$ cat config.mk
export PLATFORM = sky130hd
export DESIGN_NAME = csa_pipe_adder
export DESIGN_NICKNAME = d
export VERILOG_FILES = /design/src/rtl/csa_pipe_adder.sv
export SDC_FILE = /design/constraint.sdc
export NUM_CORES = 1
export LEC_CHECK = 0
export ABC_AREA = 1
export BUFFER_PORTS_ARGS = -buffer_cell sky130_fd_sc_hd__buf_2
export CAP_MARGIN = 20
export CELL_PAD_IN_SITES_DETAIL_PLACEMENT = 0
export CELL_PAD_IN_SITES_GLOBAL_PLACEMENT = 2
export CORE_UTILIZATION = 35
export DETAILED_ROUTE_END_ITERATION = 10
export PLACE_DENSITY = 0.79
export SYNTH_ARGS = -nofsm -noshare
export SYNTH_HDL_FRONTEND = slang
export SYNTH_SLANG_ARGS = --single-unit
$ cat constraint.sdc
create_clock -name clk -period 2.7 [get_ports clk]
set_input_delay 0.405 -clock clk [delete_from_list [all_inputs] [get_ports clk]]
set_output_delay 0.405 -clock clk [all_outputs]
set_load 0.005 [all_outputs]
$ cat src/rtl/csa_pipe_adder.sv
// Pipelined conditional-sum adder with valid/ready handshakes and a global stall.
// Define CSA_OVF_EN to add the pipelined signed-overflow output ovf.
module csa_pipe_adder #(
  parameter int WIDTH = 16,
  parameter int BLOCK = 2
) (
  input  logic             clk,
  input  logic             rst_n,
  input  logic             in_valid,
  output logic             in_ready,
  input  logic [WIDTH-1:0] x,
  input  logic [WIDTH-1:0] y,
  input  logic             cin,
  input  logic             sub,
  output logic             out_valid,
  input  logic             out_ready,
  output logic [WIDTH-1:0] s,
  output logic             cout
`ifdef CSA_OVF_EN
  ,
  output logic             ovf
`endif
);

  localparam int G  = WIDTH / BLOCK;
  localparam int LV = $clog2(G);
  localparam int HF = WIDTH / 2;

  logic             en;
  logic [WIDTH-1:0] ye;
  logic             ce;
  logic [LV:0]      v_d;
  logic [LV:0]      v_q;

  // Operand conditioning for subtract, and the global stall enable.
  always_comb begin
    ye = sub ? ~y : y;
    ce = sub | cin;
    en = out_ready | ~v_q[LV];
  end

  assign in_ready  = en;
  assign out_valid = v_q[LV];

  // Valid bits shift together with the data, bubbles included.
  always_comb begin
    v_d = v_q;
    if (en) v_d = {v_q[LV-1:0], in_valid};
  end

  // Valid-bit register bank.
  always_ff @(posedge clk) begin
    if (!rst_n) v_q <= '0;
    else        v_q <= v_d;
  end

  for (genvar k = 0; k < LV; k++) begin : lv
    localparam int N  = G >> k;
    localparam int SW = BLOCK << k;
    localparam int H  = SW / 2;

    logic [WIDTH-1:0] s0_d, s0_q;
    logic [WIDTH-1:0] s1_d, s1_q;
    logic [N-1:0]     c0_d, c0_q;
    logic [N-1:0]     c1_d, c1_q;
    logic             ci_d, ci_q;
`ifdef CSA_OVF_EN
    logic             xm_d, xm_q;
    logic             ym_d, ym_q;
`endif

    if (k == 0) begin : g_leaf
      logic [BLOCK:0] t0;
      logic [BLOCK:0] t1;

      // Leaf groups: sum and carry for both carry-in hypotheses.
      always_comb begin
        s0_d = s0_q;
        s1_d = s1_q;
        c0_d = c0_q;
        c1_d = c1_q;
        ci_d = ci_q;
        t0   = '0;
        t1   = '0;
`ifdef CSA_OVF_EN
        xm_d = xm_q;
        ym_d = ym_q;
`endif
        if (en) begin
          ci_d = ce;
          for (int g = 0; g < G; g++) begin
            t0 = {1'b0, x[g*BLOCK +: BLOCK]}
               + {1'b0, ye[g*BLOCK +: BLOCK]};
            t1 = t0 + (BLOCK+1)'(1);
            s0_d[g*BLOCK +: BLOCK] = t0[BLOCK-1:0];
            s1_d[g*BLOCK +: BLOCK] = t1[BLOCK-1:0];
            c0_d[g] = t0[BLOCK];
            c1_d[g] = t1[BLOCK];
          end
`ifdef CSA_OVF_EN
          xm_d = x[WIDTH-1];
          ym_d = ye[WIDTH-1];
`endif
        end
      end
    end else begin : g_merge
      // Merge pairs: lower carry picks the upper half, per hypothesis.
      always_comb begin
        s0_d = s0_q;
        s1_d = s1_q;
        c0_d = c0_q;
        c1_d = c1_q;
        ci_d = ci_q;
`ifdef CSA_OVF_EN
        xm_d = xm_q;
        ym_d = ym_q;
`endif
        if (en) begin
          ci_d = lv[k-1].ci_q;
          for (int j = 0; j < N; j++) begin
            s0_d[j*SW +: H] = lv[k-1].s0_q[j*SW +: H];
            s1_d[j*SW +: H] = lv[k-1].s1_q[j*SW +: H];
            s0_d[j*SW+H +: H] = lv[k-1].c0_q[2*j]
                              ? lv[k-1].s1_q[j*SW+H +: H]
                              : lv[k-1].s0_q[j*SW+H +: H];
            s1_d[j*SW+H +: H] = lv[k-1].c1_q[2*j]
                              ? lv[k-1].s1_q[j*SW+H +: H]
                              : lv[k-1].s0_q[j*SW+H +: H];
            c0_d[j] = lv[k-1].c0_q[2*j]
                    ? lv[k-1].c1_q[2*j+1]
                    : lv[k-1].c0_q[2*j+1];
            c1_d[j] = lv[k-1].c1_q[2*j]
                    ? lv[k-1].c1_q[2*j+1]
                    : lv[k-1].c0_q[2*j+1];
          end
`ifdef CSA_OVF_EN
          xm_d = lv[k-1].xm_q;
          ym_d = lv[k-1].ym_q;
`endif
        end
      end
    end

    // Register bank after this level.
    always_ff @(posedge clk) begin
      if (!rst_n) begin
        s0_q <= '0;
        s1_q <= '0;
        c0_q <= '0;
        c1_q <= '0;
        ci_q <= 1'b0;
`ifdef CSA_OVF_EN
        xm_q <= 1'b0;
        ym_q <= 1'b0;
`endif
      end else begin
        s0_q <= s0_d;
        s1_q <= s1_d;
        c0_q <= c0_d;
        c1_q <= c1_d;
        ci_q <= ci_d;
`ifdef CSA_OVF_EN
        xm_q <= xm_d;
        ym_q <= ym_d;
`endif
      end
    end
  end

  logic [WIDTH-1:0] s_d, s_q;
  logic             cout_d, cout_q;
  logic             csel;
`ifdef CSA_OVF_EN
  logic             ovf_d, ovf_q;
`endif

  // Last level: the true carry-in resolves the final halves.
  always_comb begin
    s_d    = s_q;
    cout_d = cout_q;
    csel   = 1'b0;
`ifdef CSA_OVF_EN
    ovf_d  = ovf_q;
`endif
    if (en) begin
      csel = lv[LV-1].ci_q ? lv[LV-1].c1_q[0] : lv[LV-1].c0_q[0];
      s_d[HF-1:0] = lv[LV-1].ci_q ? lv[LV-1].s1_q[HF-1:0]
                                  : lv[LV-1].s0_q[HF-1:0];
      s_d[WIDTH-1:HF] = csel ? lv[LV-1].s1_q[WIDTH-1:HF]
                             : lv[LV-1].s0_q[WIDTH-1:HF];
      cout_d = csel ? lv[LV-1].c1_q[1] : lv[LV-1].c0_q[1];
`ifdef CSA_OVF_EN
      ovf_d = s_d[WIDTH-1] ^ lv[LV-1].xm_q
            ^ lv[LV-1].ym_q ^ cout_d;
`endif
    end
  end

  // Output register bank.
  always_ff @(posedge clk) begin
    if (!rst_n) begin
      s_q    <= '0;
      cout_q <= 1'b0;
`ifdef CSA_OVF_EN
      ovf_q  <= 1'b0;
`endif
    end else begin
      s_q    <= s_d;
      cout_q <= cout_d;
`ifdef CSA_OVF_EN
      ovf_q  <= ovf_d;
`endif
    end
  end

  assign s    = s_q;
  assign cout = cout_q;
`ifdef CSA_OVF_EN
  assign ovf  = ovf_q;
`endif

endmodule

[Word level (Yosys, flattened, before mapping)]
Cells that the tools add are included.
Operators by class
  add/subtract/negate cells: 16
  multiply operators: 0
  divide/modulo/power cells: 0
  $lt $le $gt $ge: 0
  equal/unequal tests: 0
  shifts and indexed selects: 0
  muxes and demuxes: 29
  bitwise gates (word level): 4
  reduce and logical (&&, ||, !) cells: 0
Operators with widths (number)
  $add A2 B2 Y3: 8
  $add A3 B1 Y3 const B: 8
  $mux W16: 1
  $mux W2: 8
  $mux W4: 4
  $mux W8: 2
  $not A16 Y16: 1
  $mux W1: 14
  $or A1 B1 Y1: 2
  $not A1 Y1: 1
Word-level totals
  flip-flop bits (word level): 148
  bits in latches: 0
  bits in writable memories: 0
  memory bits (read-only): 0
  bits of input ports: 38
  output and inout port bits: 19
  word-level logic and storage cells: 67
  memories kept: 0

[Longest topological paths before layout]
  depth in word-level cells: 4
  gate-level depth with buffers: 10
  gate-level depth less buffers: 8

[Worst setup path after synthesis]
No wires, ideal clock.
  kind: input to register
  from: input sub
  to: register lv[0].s1_q[13]
  library setup time: 0.116 ns
  arrival: 2.059 ns
  required time: 2.584 ns
  path slack: 0.526 ns
  stages: 10
  path buffers: 2
  path through: buf_2 buf_4 xor2_1 ha_1 inv_1 fa_1 inv_1 ha_1 nor2_1 nor2_1
On the way
  word-level cells in the longest chain between the ends: 3
Ends and longest elaborated chain
  from (decl): line 14  | input logic sub,
  $mux W16: line 37  | ye = sub ? ~y : y;
  $add A2 B2 Y3: line 93  | + {1'b0, ye[g*BLOCK +: BLOCK]};
  $add A3 B1 Y3: line 94  | t1 = t0 + (BLOCK+1)'(1);
  to (signal assigned): line 148  | s1_q <= '0;
  to (signal assigned): line 158  | s1_q <= s1_d;
  to (decl): line 63  | logic [WIDTH-1:0] s1_d, s1_q;
No other way between the ends.
A chain may end at the register's enable or synchronous reset.

[Worst setup path after layout]
  from: register v_q[3]
  to: output in_ready
On the way
  word-level cells in the longest chain between the ends: 2
Ends and longest elaborated chain
  from (decl): line 33  | logic [LV:0] v_q;
  from (signal assigned): line 54  | else v_q <= v_d;
  $not A1 Y1: line 39  | en = out_ready | ~v_q[LV];
  $or A1 B1 Y1: line 39
  to (decl): line 10  | output logic in_ready,
No other way between the ends.

==> metrics.md <==
| Metric | Value |
|---|---|
| Global placement routability congestion | `0.728` |
| Routed len/inst | `approximately 13 um` |
| Minimum clock period after layout | `1.94 ns` |
| CP max FO | `107` |
| Period utilization | `72.0%` |
| Fin Clk Skew | `0.00686 ns` |
| Vias in the first global route | `4737` |
| Post-route ant nets | `0` |
| Final WS setup | `between 0.7 and 0.8 ns` |
| Chip Height | `138 um` |
| DRC viols | `0` |
| Final Core Density | `between 40% and 50%` |
| # fillers | `1826` |
| GRT overflow | `0` |
| Post-cts resize count | `0` |
| Critical Path RT | `2.30 ns` |
| 1st-pass router iterations | `5` |
| Slew HR | `51.3%` |
| Cell Rows | `49` |
| Synthesized flop and latch total | `148` |
| Final Max Tran Viols | `0` |
| Max Freq | `514 MHz` |
| Port Buffers | `56` |
| Seq. cell area | `between 0.002 and 0.003 mm2` |
| Power Dens Cells | `763 mW/mm2` |
| Clock Tree Buf Depth | `2` |
| Routed met1 length | `7740 um` |
| Setup crit end | `in_ready` |
| Setup crit start kind | `register` |
| R2R Setup Slk | `1.00 ns` |
| Via Count | `5107` |
| Worst-Skew Late Latency | `0.42 ns` |
| Nets | `883` |
| CTS clock-pin slew for the worst setup and hold paths | `0.06 ns` |
| Reg-to-Reg Start | `v_q[3]` |
| CTS sink count | `about 150` |
| Antenna cells | `0` |
| Post-Syn Area | `0.00643 mm2` |
| Starting Density | `a little over a third` |
| Total GRT Usage | `16.4%` |
| Metal2 WL | `5840 um` |
| I/O Pins | `57` |
| Multi-input gate area | `0.00295 mm2` |
| Metal3 WL | `530 um` |
| Crit path DAT | `1.54 ns` |
| Synth Area per Inst | `8.14 um2` |
| Via/cell ratio | `4.81` |
| Cell taking the most area after synthesis | `dfxtp_1` |
| RSZ-0062 raised after global routing | `no` |
| Setup TNS | `0 ns` |
| Register area share after synthesis | `46.1%` |
| Core area | `0.0180 mm2` |
| Root buffer cell | `clkbuf_16` |
| Pleak | `3.18 nW` |
| Cell area after layout | `approximately 0.0073 mm2` |
| First-pass GRT wire length | `24000 um` |
| Max layer used | `met4` |
| Die Area | `0.0189 mm2` |
| Setup crit start | `v_q[3]` |
| Max H-tree Level | `4` |
| Peak supply drop | `0.439 mV` |
| Clock buffer count from CTS | `17` |
| DRT iter0 DRCs | `344` |
| Yosys top cell area share | `46.1%` |
| Syn Nets | `852` |
| Reg2Reg Depth | `5` |
| Cell variety after synth | `24` |
| Yosys Warn Count | `0` |
| Measured slew at the worst slew-check pin | `0.729 ns` |
| Hold crit path type | `in -> reg` |
| Initial antenna violation count | `0` |
| Die Wd | `138 um` |
| TritonCTS clock tree | `done` |
| CP Capture Type | `output port` |
| Setup violators final | `0` |
| Layout area overhead | `13.5%` |
| CP Class | `reg -> out` |
| Post CTS Setup Buffer Count | `0` |
| Drt total wl | `14300 um` |
| Status | `complete, no violations` |
| DPL Wire Length | `~9500 um` |
| Synth top area cells | `dfxtp_1, o21ai_0, a21oi_1` |
| DP Worst Slack | `0.363 ns` |
| MaxCap Viol Count | `0` |
| Final hold vios | `0` |
| Layout cells sized above 1 | `17.5%` |
| CTS Hold Bufs | `0` |
| Placement Cell Area | `0.00677 mm2` |
| Worst R2R End | `lv[0].s0_q[8]` |
| Mapped Cells | `790` |
| Largest net degree at the start of global routing | `108` |
-- synth_stat cells --
| cell type | instances |
|---|---|
| clkbuf_2 | 1 |
| nand2_4 | 1 |
| inv_1 | 52 |
| clkinv_1 | 1 |
| inv_2 | 2 |
| xor2_1 | 16 |
| fa_1 | 8 |
| nand3_1 | 27 |
| ha_1 | 16 |
| xnor2_1 | 8 |
| buf_4 | 7 |
| a21oi_1 | 90 |
| nand2_1 | 29 |
| buf_8 | 1 |
| buf_6 | 8 |
| nor2_4 | 1 |
| nor2_1 | 97 |
| buf_2 | 26 |
| or2_2 | 54 |
| clkbuf_1 | 7 |
| o21ai_0 | 153 |
| nor3_1 | 1 |
| dfxtp_1 | 148 |
| o21ai_1 | 36 |
-- state kept, by name, summed over array words and instances, names as in the netlist --
| signal | cells |
|---|---|
| lv.ci_q | 3 |
| cout | 1 |
| lv.s1_q | 48 |
| v_q | 4 |
| lv.c0_q | 14 |
| lv.s0_q | 48 |
| lv.c1_q | 14 |
| s | 16 |
-- stage by stage --
stage	total power, W	hold WS [ns]	instances
floorplan	0.00326	0.430	790
global placement	0.00349	0.451	1031
detailed placement	0.00352	0.454	1031
CTS	0.00564	0.209	1062
global route	0.00590	0.220	1062
finish	0.00557	0.223	1062
-- per-layer routing --
metal  vias up  track usage [%]
met2       104             22.3
met5         -                0
met4         0             6.04
li1       2682                -
met3        15             4.16
met1      2306             24.4
-- cell type report --
| class | instances | area share [%] |
|---|---|---|
| flip-flops and latches | 148 | 40.6 |
| multi-input cells | 537 | 40.4 |
| clock buffers | 26 | 6.84 |
| repair buffers | 62 | 5.01 |
| well taps | 229 | 3.93 |
| inverters | 55 | 2.83 |
| clock inverters | 5 | 0.343 |
-- power by group --
group | total (W) | switching [W] | internal [W]
sequential | 0.00263 | 0.000175 | 0.00246
combinational | 0.000843 | 0.000445 | 0.000398
clock | 0.00209 | 0.000833 | 0.00126
total | 0.00557 | 0.00145 | 0.00411
-- worst min-delay path by stage --
stage	start	to	slack [ns]	depth (start not counted)
3_5_place_dp	lv[0].s0_q[4]	lv[0].s0_q[4]	0.45	2
5_1_grt	in_valid	v_q[0]	0.22	3
4_1_cts	in_valid	v_q[0]	0.21	3
2_1_floorplan	v_q[2]	v_q[2]	0.43	2
3_3_place_gp	lv[0].s0_q[8]	lv[0].s0_q[8]	0.45	2
6_report	cin	lv[0].ci_q	0.22	3
-- placed cells by master (no fill, tap or decap) --
cell,instances
clkbuf_16,17
nand2_1,29
nor2_4,1
buf_4,4
clkinv_1,1
clkbuf_8,4
or2_2,54
inv_2,2
xnor2_1,8
xor2_1,16
nor2_1,97
buf_2,55
o21ai_0,153
dfxtp_1,148
a21oi_1,90
nand2_8,1
fa_1,8
nor3_1,1
inv_1,52
buf_12,3
ha_1,16
nand3_1,27
clkbuf_1,5
o21ai_1,36
clkinv_2,5
-- critical path, stage by stage, from the launching register on --
cell,delay (ns)
dfxtp_1,0.47
nand2_8,0.34
buf_2,0.27
-- logic make-up after synthesis --
| group | Yosys count | share of synthesized area (%) |
|---|---|---|
| adders and majority gates | 24 | 5.61 |
| and+or+nand+nor | 210 | 15.1 |
| DFF | 148 | 46.1 |
| buffers and inverters | 105 | 8.17 |
| xor gates and xnor gates | 24 | 3.27 |
| AOI/OAI and AO/OA | 279 | 21.7 |
No activity file was read; power rests on OpenSTA's default activity.
